## config.mk

```make
export PLATFORM = sky130hd
export DESIGN_NAME = mult_share_arbiter_flat
export DESIGN_NICKNAME = d
export VERILOG_FILES = /design/src/rtl/elm_arb_pkg.sv /design/src/rtl/mult_share_arbiter_if.sv /design/src/rtl/arb_tag_pipe.sv /design/src/rtl/mult_share_arbiter.sv /design/src/flat_wrapper.sv
export SDC_FILE = /design/constraint.sdc
export NUM_CORES = 1
export LEC_CHECK = 0
export ABC_AREA = 1
export BUFFER_PORTS_ARGS = -buffer_cell sky130_fd_sc_hd__buf_2
export CAP_MARGIN = 0
export CORE_MARGIN = 2
export CORE_UTILIZATION = 35
export CTS_BUF_LIST = sky130_fd_sc_hd__clkbuf_2 sky130_fd_sc_hd__clkbuf_4 sky130_fd_sc_hd__clkbuf_8
export DETAILED_ROUTE_END_ITERATION = 8
export GPL_TIMING_DRIVEN = 0
export PLACE_DENSITY = 0.74
export REMOVE_ABC_BUFFERS = 1
export SLEW_MARGIN = 10
export SYNTH_ARGS = -nofsm -noshare
export SYNTH_HDL_FRONTEND = slang
export SYNTH_HIERARCHICAL = 1
export SYNTH_SLANG_ARGS = --single-unit
```

## constraint.sdc

```tcl
create_clock -name clk -period 2.4 [get_ports clk]
set_input_delay 0.6 -clock clk [delete_from_list [all_inputs] [get_ports clk]]
set_output_delay 0.6 -clock clk [all_outputs]
set_load 0.02 [all_outputs]
```

## src/rtl/elm_arb_pkg.sv

```systemverilog
// Shared types and constants for the multiplier-sharing arbiter.
package elm_arb_pkg;

  localparam logic REQ0 = 1'b0;
  localparam logic REQ1 = 1'b1;

  localparam int unsigned MUL_LAT_MAX = 8;
  localparam int unsigned CNT_W       = 4;

  // One in-flight product: valid flag and owning requester.
  typedef struct packed {
    logic vld;
    logic id;
  } tag_t;

endpackage

```

## src/rtl/mult_share_arbiter_if.sv

```systemverilog
// Handshake, multiplier and response signals between the arbiter and its neighbours.
interface mult_share_arbiter_if #(
  parameter int unsigned N = 16
) ();
  import elm_arb_pkg::*;

  logic             en;
  logic             req0_valid;
  logic             req0_ready;
  logic             req1_valid;
  logic             req1_ready;
  logic             mux_sel;
  logic             mul_in_valid;
  logic             mul_out_valid;
  logic [2*N-1:0]   mul_out;
  logic             rsp0_valid;
  logic             rsp1_valid;
  logic [2*N-1:0]   rsp_data;
  logic [CNT_W-1:0] outstanding;
  logic             err;

  modport slave (
    input  en, req0_valid, req1_valid, mul_out_valid, mul_out,
    output req0_ready, req1_ready, mux_sel, mul_in_valid,
           rsp0_valid, rsp1_valid, rsp_data, outstanding, err
  );

  modport master (
    output en, req0_valid, req1_valid, mul_out_valid, mul_out,
    input  req0_ready, req1_ready, mux_sel, mul_in_valid,
           rsp0_valid, rsp1_valid, rsp_data, outstanding, err
  );

endinterface

```

## src/rtl/arb_tag_pipe.sv

```systemverilog
// DEPTH-stage shift register of ownership tags, mirroring the multiplier pipeline.
module arb_tag_pipe
  import elm_arb_pkg::*;
#(
  parameter int unsigned DEPTH = 3
) (
  input  logic clk,
  input  logic flush,
  input  tag_t tag_in,
  output tag_t tag_out
);

  tag_t stage_q [DEPTH];
  tag_t stage_d [DEPTH];

  always_comb begin
    stage_d[0] = tag_in;
    for (int unsigned i = 1; i < DEPTH; i++) begin
      stage_d[i] = stage_q[i-1];
    end
  end

  always_ff @(posedge clk) begin
    if (flush) begin
      for (int unsigned i = 0; i < DEPTH; i++) begin
        stage_q[i] <= '0;
      end
    end else begin
      for (int unsigned i = 0; i < DEPTH; i++) begin
        stage_q[i] <= stage_d[i];
      end
    end
  end

  assign tag_out = stage_q[DEPTH-1];

endmodule

```

## src/rtl/mult_share_arbiter.sv

```systemverilog
// Round-robin arbiter sharing one pipelined multiplier between two requesters,
// steering each product back to the requester that issued it.
module mult_share_arbiter
  import elm_arb_pkg::*;
#(
  parameter int unsigned N       = 16,
  parameter int unsigned MUL_LAT = 3
) (
  input logic                 clk,
  input logic                 rst,
  mult_share_arbiter_if.slave bus
);

  // Latency clamped into the supported 1..MUL_LAT_MAX window.
  localparam int unsigned LAT = (MUL_LAT < 1) ? 1 :
                                (MUL_LAT > MUL_LAT_MAX) ? MUL_LAT_MAX : MUL_LAT;

  logic             last_grant_q, last_grant_d;
  logic             mux_sel_q, mux_sel_d;
  logic [CNT_W-1:0] outstanding_q, outstanding_d;
  logic             err_q, err_d;
  logic [CNT_W-1:0] guard_q, guard_d;

  logic             grant0_c, grant1_c, hs_c, gnt_id_c;
  logic             live_c, rsp_fire_c;
  logic [2*N-1:0]   rsp_data_c;
  tag_t             tag_in, tag_tail;

  // Grant decision: alternate under contention, no grants while disabled or in reset.
  always_comb begin
    grant0_c = 1'b0;
    grant1_c = 1'b0;
    if (bus.en && !rst) begin
      if (bus.req0_valid && bus.req1_valid) begin
        grant0_c = (last_grant_q == REQ1);
        grant1_c = (last_grant_q == REQ0);
      end else begin
        grant0_c = bus.req0_valid;
        grant1_c = bus.req1_valid;
      end
    end
    hs_c       = grant0_c | grant1_c;
    gnt_id_c   = grant1_c ? REQ1 : REQ0;
    tag_in.vld = hs_c;
    tag_in.id  = gnt_id_c;
  end

  // Results are honoured only outside reset and once the post-reset guard has expired.
  always_comb begin
    live_c     = !rst && (guard_q == '0);
    rsp_fire_c = live_c && bus.mul_out_valid && tag_tail.vld;
    rsp_data_c = bus.mul_out;
  end

  always_comb begin
    last_grant_d  = last_grant_q;
    mux_sel_d     = mux_sel_q;
    outstanding_d = outstanding_q;
    err_d         = err_q;
    guard_d       = guard_q;

    if (hs_c) begin
      last_grant_d = gnt_id_c;
      mux_sel_d    = gnt_id_c;
    end

    unique case ({hs_c, tag_tail.vld})
      2'b10:   outstanding_d = outstanding_q + CNT_W'(1);
      2'b01:   outstanding_d = outstanding_q - CNT_W'(1);
      default: outstanding_d = outstanding_q;
    endcase

    // A result without a tag, or a tag without a result, means the pipes disagree.
    if (live_c && (bus.mul_out_valid != tag_tail.vld)) begin
      err_d = 1'b1;
    end

    if (guard_q != '0) begin
      guard_d = guard_q - CNT_W'(1);
    end
  end

  always_ff @(posedge clk) begin
    if (rst) begin
      last_grant_q  <= REQ1;
      mux_sel_q     <= REQ0;
      outstanding_q <= '0;
      err_q         <= 1'b0;
      guard_q       <= CNT_W'(LAT);
    end else begin
      last_grant_q  <= last_grant_d;
      mux_sel_q     <= mux_sel_d;
      outstanding_q <= outstanding_d;
      err_q         <= err_d;
      guard_q       <= guard_d;
    end
  end

  arb_tag_pipe #(
    .DEPTH (LAT)
  ) u_tag_pipe (
    .clk     (clk),
    .flush   (rst),
    .tag_in  (tag_in),
    .tag_out (tag_tail)
  );

  assign bus.req0_ready   = grant0_c;
  assign bus.req1_ready   = grant1_c;
  assign bus.mul_in_valid = hs_c;
  assign bus.mux_sel      = hs_c ? gnt_id_c : mux_sel_q;
  assign bus.rsp0_valid   = rsp_fire_c && (tag_tail.id == REQ0);
  assign bus.rsp1_valid   = rsp_fire_c && (tag_tail.id == REQ1);
  assign bus.rsp_data     = rsp_data_c;
  assign bus.outstanding  = outstanding_q;
  assign bus.err          = err_q;

endmodule

```

## src/flat_wrapper.sv

```systemverilog
// flat-port wrapper written by rule: the top's interface ports become plain ports
module mult_share_arbiter_flat import elm_arb_pkg::*;
#(
  parameter int unsigned N       = 16,
  parameter int unsigned MUL_LAT = 3
)
  (clk, rst, bus_en, bus_req0_valid, bus_req1_valid, bus_mul_out_valid, bus_mul_out, bus_req0_ready, bus_req1_ready, bus_mux_sel, bus_mul_in_valid, bus_rsp0_valid, bus_rsp1_valid, bus_rsp_data, bus_outstanding, bus_err);
  mult_share_arbiter_if #(.N(N)) bus_i ();
  input logic clk;
  input logic rst;
  input wire logic [$bits(bus_i.en)-1:0] bus_en;
  input wire logic [$bits(bus_i.req0_valid)-1:0] bus_req0_valid;
  input wire logic [$bits(bus_i.req1_valid)-1:0] bus_req1_valid;
  input wire logic [$bits(bus_i.mul_out_valid)-1:0] bus_mul_out_valid;
  input wire logic [$bits(bus_i.mul_out)-1:0] bus_mul_out;
  output wire logic [$bits(bus_i.req0_ready)-1:0] bus_req0_ready;
  output wire logic [$bits(bus_i.req1_ready)-1:0] bus_req1_ready;
  output wire logic [$bits(bus_i.mux_sel)-1:0] bus_mux_sel;
  output wire logic [$bits(bus_i.mul_in_valid)-1:0] bus_mul_in_valid;
  output wire logic [$bits(bus_i.rsp0_valid)-1:0] bus_rsp0_valid;
  output wire logic [$bits(bus_i.rsp1_valid)-1:0] bus_rsp1_valid;
  output wire logic [$bits(bus_i.rsp_data)-1:0] bus_rsp_data;
  output wire logic [$bits(bus_i.outstanding)-1:0] bus_outstanding;
  output wire logic [$bits(bus_i.err)-1:0] bus_err;
  assign bus_i.en = bus_en;
  assign bus_i.req0_valid = bus_req0_valid;
  assign bus_i.req1_valid = bus_req1_valid;
  assign bus_i.mul_out_valid = bus_mul_out_valid;
  assign bus_i.mul_out = bus_mul_out;
  assign bus_req0_ready = bus_i.req0_ready;
  assign bus_req1_ready = bus_i.req1_ready;
  assign bus_mux_sel = bus_i.mux_sel;
  assign bus_mul_in_valid = bus_i.mul_in_valid;
  assign bus_rsp0_valid = bus_i.rsp0_valid;
  assign bus_rsp1_valid = bus_i.rsp1_valid;
  assign bus_rsp_data = bus_i.rsp_data;
  assign bus_outstanding = bus_i.outstanding;
  assign bus_err = bus_i.err;
  mult_share_arbiter #(.N(N), .MUL_LAT(MUL_LAT)) u_core (.clk(clk), .rst(rst), .bus(bus_i));
endmodule
```

==> metrics.md, run 1 <==
| Metric | Value |
|---|---|
| Critical path cell sequence | `inv_1 > ha_1 > nor3b_2 > nand2_1 > nor4_1 > buf_2` |
| Fin. Hold Viols | `0` |
| Via count | `738` |
| Top cells by area, synth | `dfxtp_1 (32%), buf_4 (23%), inv_1 (7.8%), nor2_1 (6.0%), ha_1 (5.9%)` |
| Post-CTS Setup Inserts | `0` |
| Avg Cell Area, Syn | `7.80 um2` |
| Layout area overhead | `-8.61%` |
| Crit path kind | `flop to primary output` |
| Layout cells sized above 1 | `0.242` |
| Slew HR | `0.764` |
| TNS Setup | `0 ns` |
| H-tree depth | `1` |
| Vias/cell | `4.76` |
| Synth Flop Type | `dfxtp_1` |
| Fraction of registers with async set/reset | `0` |
| Total Routing Usage GR | `0.161` |
| FMAX | `0.464 GHz` |
| Post-route insts no fill | `155` |
| Hold WS | `0.407 ns` |
| Slowest CP cell | `dfxtp_1` |
| Synth Area in Compound Gates | `0.0837` |
| Multiplexer area fraction after synthesis | `0` |
| Die area | `0.00349 mm2` |
| Post-route ant nets | `0` |
| Post-cts gate resize count | `0` |
| Post-synthesis sequential area ratio | `0.321` |
| Num CTS Buffers | `3` |
| Drt first pass iters | `4` |
| Synth top area share | `0.321` |
| Nets@finish | `168` |
| Post-synth EDFFs | `0` |
| Final worst slack | `0.243 ns` |
| Fin Clk Skew | `0.000708 ns` |
| Global placer's final weighted congestion | `0.712` |
| Worst-path fanout max | `5` |
| Cell class contributing the biggest share of worst-path delay | `simple AND/OR/NAND/NOR gates` |
| First-pass GRT wire length | `3870 um` |
| Clock transition at path regs | `0.09 ns` |
| DRT iter0 DRCs | `36` |
| Post-Synth Simple-Gate Area | `0.172` |
| Largest net degree at the start of global routing | `13` |
| DIE HEIGHT | `59.1 um` |
| Buf/Inv on CP | `2` |
| Max clock buf depth | `2` |
| Synth top cells by count | `buf_4 (32), inv_1 (22), dfxtp_1 (17), nor2_1 (17), nand2_1 (12)` |
| Critical Path RT | `1.80 ns` |
| Netlist Area Pre-Place | `0.00106 mm2` |
| Cells after synthesis | `136` |
| Die X | `59.1 um` |
| Place WS | `0.0523 ns` |
| Total Power | `0.672 mW` |
| Crit start category | `flop` |
| Status | `finished, final reports clean` |
| Min cycle time layout | `2.16 ns` |
| CP Data Arrival Time | `1.56 ns` |
| YS warnings | `6` |
| Vias in the first global route | `690` |
| Site Rows | `19` |
| PortBufs | `16` |
| Slew Viols, Final | `0` |
| Pleak | `0.511 nW` |
| Initial Utilization | `0.375` |
| Count leader, synth | `buf_4` |
| Top cell type by total area after synthesis | `dfxtp_1` |
| Worst slew pin tran | `0.352 ns` |
| MaxCap Viol Count | `0` |
| Synth Area in Adders | `0.0590` |
| Setup violators final | `0` |
| Power per cell area | `693 mW/mm2` |
| Largest family of logic cells by synthesized area | `buffers and inverters` |
| Final core occ | `0.343` |
| Yosys cell types | `21` |
| Final period util | `0.899` |
| Core area | `0.00283 mm2` |
| Root Buffer | `clkbuf_4` |
| DP Area | `940 um2` |
| Hold Crit Class | `flop to flop` |
| XOR/XNOR Fraction of Synth Area | `0.0495` |
| Post-DP HPWL | `2020 um` |
| Wire per inst | `16.3 um` |
| Initial antenna violation count | `0` |
| RSZ-0062 raised after global routing | `no` |
| Antenna cells | `0` |
| DRC | `0` |
| Worst vdd ir | `0.000425 V` |
| Sink Count | `17` |
| Latest clock arrival within the worst-skew pair | `0.28 ns` |
| Final WL | `2520 um` |
| Ports | `81` |
| CTS tree | `built` |
| GRT Residual Overflow | `0` |
| Post-cts hold buffer count | `0` |
| Placed Cells | `151` |
| Yosys reg bits | `17` |
| Fillers | `303` |
| Max incr delay on CP | `0.31 ns` |
| CP Capture Type | `primary output` |
| Design area | `970 um2` |
tightest hold or removal path, delay by kind of cell (launching register included):
family	cells	cell delay [ns]
buffers and inverters	1	0.04
DFF	1	0.31
and+or+nand+nor	1	0.03
routing by layer:
metal | track usage | share of wire
met1 | 0.191 | 0.43
met4 | 0.0519 | 0.014
met5 | 0.0317 | 0
met3 | 0.197 | 0.23
met2 | 0.167 | 0.32
state kept, by name, summed over array words and instances, names as in the netlist:
register and flops:
u_core/bus.err 1, u_core/u_tag_pipe/stage_q 6, u_core/guard_q 4, u_core/bus.outstanding 4, u_core/last_grant_q 1, u_core/mux_sel_q 1
kinds of logic (layout without fill, tap and decap cells):
| logic type | after synthesis | after routing |
|---|---|---|
| AND/OR/NAND/NOR | 38 | 38 |
| buffers and inverters | 57 | 45 |
| XOR/XNOR | 6 | 6 |
| adder cells (fa/ha/maj) | 5 | 5 |
| AO/OA/AOI/OAI | 13 | 13 |
| flip-flops | 17 | 17 |
report_power, final:
part / switching, mW / internal, mW
sequential: 0.0265 / 0.322
combinational: 0.0985 / 0.0668
clock: 0.0824 / 0.0759
total: 0.207 / 0.465
area by class of cell:
type | instances | area [um2] | share of cell area
tap | 31 | 38.8 | 0.0400
sequential | 17 | 340 | 0.351
multi-input combinational | 62 | 387 | 0.399
inverter | 25 | 93.8 | 0.0968
clock buffer | 4 | 30.0 | 0.0310
timing repair buffer | 16 | 80.1 | 0.0826
cell usage in the layout, fill, tap and decap left out:
cell,count
a211oi_1,1
a21oi_1,4
buf_2,16
clkbuf_4,4
dfxtp_1,17
ha_1,5
inv_1,22
inv_2,3
nand2_1,12
nand2_4,2
nand3_1,2
nand3_2,1
nor2_1,17
nor2_2,1
nor3b_2,1
nor4_1,2
o211ai_1,1
o211ai_2,1
o21ai_0,5
o21ai_4,1
xnor2_1,4
xor2_1,2
path summary, 6_finish.rpt:
path | from | end | slack [ns] | cells after the start
worst max-delay path | u_core/guard_q[0] | bus_rsp0_valid | 0.24 | 6
worst min-delay path | u_core/u_tag_pipe/stage_q[0][3] | u_core/u_tag_pipe/stage_q[0][5] | 0.41 | 2
worst max register to register | u_core/u_tag_pipe/stage_q[0][5] | u_core/bus.outstanding[2] | 0.85 | 9
worst min register to register | u_core/u_tag_pipe/stage_q[0][3] | u_core/u_tag_pipe/stage_q[0][5] | 0.41 | 2
No activity file was read; power rests on OpenSTA's default activity.
==> run 2: changes to the inputs <==
ABC_CLOCK_PERIOD_IN_PS = 2400   (was unset)
SETUP_SLACK_MARGIN = 0.3   (was unset)
==> metrics.md, run 2 (same netlist as run 1, synthesis figures left out) <==
| Metric | Value |
|---|---|
| Global route hottest layer | `met3` |
| Max incr delay on CP | `0.32 ns` |
| Hold WS | `0.410 ns` |
| RSZ-0062 raised after global routing | `yes` |
| Register with the most flip-flops | `u_core/u_tag_pipe/stage_q` |
| Core area | `0.00283 mm2` |
| Fillers | `289` |
| H-tree depth | `1` |
| Critical Path RT | `1.80 ns` |
| Num CTS Buffers | `3` |
| CTS tree | `built` |
| Most common cell after layout, fill and taps aside | `inv_1` |
| Via count | `796` |
| Design area | `0.00107 mm2` |
| Final WL | `2870 um` |
| R2R depth | `9` |
| Worst vdd ir | `0.000433 V` |
| HP Start | `u_core/u_tag_pipe/stage_q[0][3]` |
| Critical path cell sequence | `inv_2 > ha_4 > nor3b_4 > nand2_2 > buf_4 > nor4_2 > buf_2` |
| Setup violators final | `0` |
| DRC | `0` |
| Min cycle time layout | `2.31 ns` |
| Max clock buf depth | `2` |
| Crit path kind | `flop to primary output` |
| Worst reg2reg setup slack | `0.83 ns` |
| Slowest CP cell | `dfxtp_1` |
| Net Sw Frac | `0.325` |
| Most frequent cells in the layout | `inv_1 (20), nor2_1 (17), dfxtp_1 (16)` |
| Hold path cells | `2` |
| Vias/cell | `4.91` |
| Multi-input logic area | `420 um2` |
| Register area | `342 um2` |
| Switching component of the power | `0.254 mW` |
| Initial Utilization | `0.375` |
| Crit start category | `flop` |
| Layout area overhead | `0.826%` |
| Sink Count | `17` |
| GRT Residual Overflow | `0` |
| Internal | `0.528 mW` |
| M3 GR Usage | `0.192` |
| Slew Viols, Final | `0` |
| Power per cell area | `731 mW/mm2` |
| Hold Crit Class | `flop to flop` |
| R2r endpoint | `u_core/bus.outstanding[2]` |
| PortBufs | `16` |
| Post-route ant nets | `0` |
| Worst hold endpoint | `u_core/u_tag_pipe/stage_q[0][5]` |
| Largest net degree at the start of global routing | `13` |
| Cell class contributing the biggest share of worst-path delay | `simple AND/OR/NAND/NOR gates` |
| Post-DP HPWL | `2020 um` |
| DIE HEIGHT | `59.1 um` |
| Site Rows | `19` |
| Drt first pass iters | `4` |
| MaxCap Viol Count | `0` |
| Root Buffer | `clkbuf_4` |
| Vias in the first global route | `712` |
| FMAX | `0.433 GHz` |
| GR Layer Usage met1 | `0.191` |
| Post-cts hold buffer count | `0` |
| Pleak | `0.540 nW` |
| Antenna cells | `0` |
| Die X | `59.1 um` |
| Initial antenna violation count | `0` |
| Latest clock arrival within the worst-skew pair | `0.29 ns` |
| DRT iter0 DRCs | `56` |
| Worst R2R Start | `u_core/u_tag_pipe/stage_q[0][5]` |
| Post-route insts no fill | `162` |
| Placed Cells | `151` |
| Clock network power share | `0.212` |
| CP Data Arrival Time | `1.71 ns` |
| CP Capture Type | `primary output` |
| Buf/Inv on CP | `3` |
| Total Power | `0.783 mW` |
| Layout cells sized above 1 | `0.336` |
| TNS Setup | `0 ns` |
| Worst slew pin tran | `0.355 ns` |
| First-pass GRT wire length | `3970 um` |
| Fin. Hold Viols | `0` |
| Sequential Power Share | `0.458` |
| DP Area | `940 um2` |
| Final period util | `0.962` |
| Clock transition at path regs | `0.09 ns` |
| Total Routing Usage GR | `0.165` |
| Power share of the combinational group | `0.331` |
| Worst-path fanout max | `4` |
| Nets@finish | `175` |
| Global placer's final weighted congestion | `0.712` |
| Wire per inst | `17.7 um` |
| Fin Clk Skew | `0.000766 ns` |
| Status | `finished, final reports clean` |
| Die area | `0.00349 mm2` |
| GRT met2 Usage | `0.178` |
| Slew HR | `0.762` |
| Max FFs per register | `6` |
| Ports | `81` |
run 2: changes by cell type in the layout (fill, tap and decap cells not counted), sizes merged:
cell and delta:
buf +7
run 2: repair_timing:
action | in CTS | in global routing
setup buffers | 1 | 6
pin swaps | 0 | 2
resized for setup | 4 | 10
endpoints found under the setup margin | 3 | 4
run 2: power groups by stage:
stage | clock, mW | combinational (mW) | sequential, mW
final | 0.166 | 0.259 | 0.358
after global routing | 0.180 | 0.294 | 0.362
after CTS | 0.168 | 0.181 | 0.354
after detailed placement | 0 | 0.167 | 0.356
after global placement | 0 | 0.164 | 0.354
after floorplan | 0 | 0.118 | 0.361
run 2: layer usage:
layer | vias to the layer above | part of all wire
met5 | - | 0
met4 | 0 | 0.018
met3 | 6 | 0.20
met2 | 61 | 0.37
met1 | 354 | 0.42
li1 | 375 | -
run 2: worst max-delay path by stage:
stage,start,endpoint,slack [ns],depth (start not counted)
after global placement,rst,u_core/bus.outstanding[2],0.10,14
after floorplan,u_core/guard_q[0],bus_rsp0_valid,0.36,5
final,u_core/guard_q[0],bus_rsp1_valid,0.09,7
after global routing,u_core/guard_q[0],bus_rsp1_valid,0.01,7
after detailed placement,rst,u_core/bus.outstanding[2],0.05,14
after CTS,u_core/guard_q[0],bus_rsp0_valid,0.29,6
run 2: layout make-up:
class                           count  area share
Inverter                           25      0.0924
Sequential cell                    17       0.319
Clock buffer                        4      0.0281
Multi-Input combinational cell     62       0.393
Tap cell                           31      0.0363
Timing Repair Buffer               23       0.131
run 2: tightest hold or removal path: stages (launching register included):
cell	delay, ns
dfxtp_1	0.31
inv_1	0.04
nor2_1	0.03
run 2: stage by stage:
stage	util	worst slack, ns
after detailed placement	0.332	0.0523
after global placement	0.332	0.103
after CTS	0.349	0.288
after global routing	0.378	0.0124
after floorplan	-	0.361
final	0.378	0.0913
==> run 3: changes to the inputs <==
==> constraint.sdc (replaced) <==
create_clock -name clk -period 2.4 [get_ports clk]
set_input_delay 0.48 -clock clk [delete_from_list [all_inputs] [get_ports clk]]
set_output_delay 0.48 -clock clk [all_outputs]
set_load 0.02 [all_outputs]
==> metrics.md, run 3 (same netlist as run 1, synthesis figures left out) <==
| Metric | Value |
|---|---|
| Status | `finished, final reports clean` |
| Slew HR | `0.764` |
| Layout cells sized above 1 | `0.288` |
| Post-DP HPWL | `2020 um` |
| Post-cts hold buffer count | `0` |
| Final period util | `0.853` |
| DRC | `0` |
| Critical Path RT | `1.92 ns` |
| Most frequent cells in the layout | `inv_1 (20), nor2_1 (17), dfxtp_1 (17)` |
| Global placer's final weighted congestion | `0.712` |
| Nets@finish | `169` |
| R2R depth | `9` |
| Fillers | `299` |
| CTS tree | `built` |
| Sink Count | `17` |
| Worst-path fanout max | `5` |
| DP Area | `940 um2` |
| Site Rows | `19` |
| Setup violators final | `0` |
| HP Start | `u_core/u_tag_pipe/stage_q[0][3]` |
| DIE HEIGHT | `59.1 um` |
| Vias in the first global route | `690` |
| Crit start category | `flop` |
| Power per cell area | `697 mW/mm2` |
| Register with the most flip-flops | `u_core/u_tag_pipe/stage_q` |
| Hold Crit Class | `flop to flop` |
| Post-route ant nets | `0` |
| Root Buffer | `clkbuf_4` |
| Num CTS Buffers | `3` |
| Fin. Hold Viols | `0` |
| Latest clock arrival within the worst-skew pair | `0.28 ns` |
| R2r endpoint | `u_core/bus.outstanding[2]` |
| Final WL | `2690 um` |
| Ports | `81` |
| Die X | `59.1 um` |
| Slew Viols, Final | `0` |
| Crit path kind | `flop to primary output` |
| Initial antenna violation count | `0` |
| MaxCap Viol Count | `0` |
| DRT iter0 DRCs | `38` |
| CP Data Arrival Time | `1.57 ns` |
| Design area | `0.00100 mm2` |
| FMAX | `0.488 GHz` |
| TNS Setup | `0 ns` |
| Total Power | `0.698 mW` |
| Worst hold endpoint | `u_core/u_tag_pipe/stage_q[0][5]` |
| Fin Clk Skew | `0.00228 ns` |
| Largest net degree at the start of global routing | `13` |
| First-pass GRT wire length | `3870 um` |
| Most common cell after layout, fill and taps aside | `inv_1` |
| Hold path cells | `2` |
| Layout area overhead | `-5.66%` |
| PortBufs | `16` |
| Antenna cells | `0` |
| Pleak | `0.511 nW` |
| GRT Residual Overflow | `0` |
| Worst slew pin tran | `0.353 ns` |
| Via count | `762` |
| Total Routing Usage GR | `0.161` |
| Wire per inst | `17.2 um` |
| Max FFs per register | `6` |
| Core area | `0.00283 mm2` |
| Worst reg2reg setup slack | `0.84 ns` |
| Worst R2R Start | `u_core/u_tag_pipe/stage_q[0][5]` |
| Worst vdd ir | `0.000411 V` |
| Die area | `0.00349 mm2` |
| Initial Utilization | `0.375` |
| Min cycle time layout | `2.05 ns` |
| Vias/cell | `4.88` |
| CP Capture Type | `primary output` |
| H-tree depth | `1` |
| RSZ-0062 raised after global routing | `no` |
| Max clock buf depth | `2` |
| Drt first pass iters | `4` |
| Clock transition at path regs | `0.09 ns` |
run 3: changes by cell type in the layout (fill, tap and decap cells not counted), sizes merged:
cell,previous run,this run
buf,23,17
run 3: critical path, cell delays in order, from the launching register on:
cell and delay, ns:
dfxtp_1 0.32, inv_2 0.08, ha_1 0.15, nor3b_4 0.20, nand2_2 0.12, nor4_2 0.19
buf_2 0.21
run 3: timing repair:
action                                  CTS  global route
gates resized for setup                   0             7
endpoints found under the setup margin    0             2
setup buffers                             0             1
run 3: metrics by stage:
step            util  setup slack, ns  instances  hold slack (ns)
6_report       0.354            0.352        156            0.403
5_1_grt        0.354            0.205        156            0.415
4_1_cts        0.343            0.326        155            0.411
3_5_place_dp   0.332            0.172        151            0.398
3_3_place_gp   0.332            0.223        151            0.390
2_1_floorplan      -            0.481        104            0.388
run 3: cell type report:
cell class	count	area, um2	share of cell area
well taps	31	38.8	0.0388
repair buffers	17	90.1	0.0900
flip-flops and latches	17	340	0.340
inverters	25	93.8	0.0938
multi-input cells	62	408	0.407
clock buffers	4	30.0	0.0300
run 3: metal layers:
layer	wire length, um	GRT usage	up-vias
met4	36	0.0519	0
met5	0	0.0317	-
met3	581	0.197	4
met2	952	0.167	57
li1	-	-	360
met1	1120	0.191	341
run 3: worst max-delay path by stage:
stage	startpoint	endpoint	slack (ns)	cells after the start
final	u_core/guard_q[0]	bus_rsp1_valid	0.35	6
after global routing	u_core/guard_q[0]	bus_rsp1_valid	0.21	6
after CTS	u_core/guard_q[0]	bus_rsp0_valid	0.33	6
after detailed placement	rst	u_core/bus.outstanding[2]	0.17	14
after global placement	rst	u_core/bus.outstanding[2]	0.22	14
after floorplan	u_core/guard_q[0]	bus_rsp0_valid	0.48	5
run 3: power by group:
part,total [mW],leakage (nW),switching (mW),internal (mW)
logic,0.183,0.353,0.106,0.0773
registers,0.356,0.139,0.0336,0.322
clock network,0.159,0.0184,0.0829,0.0759
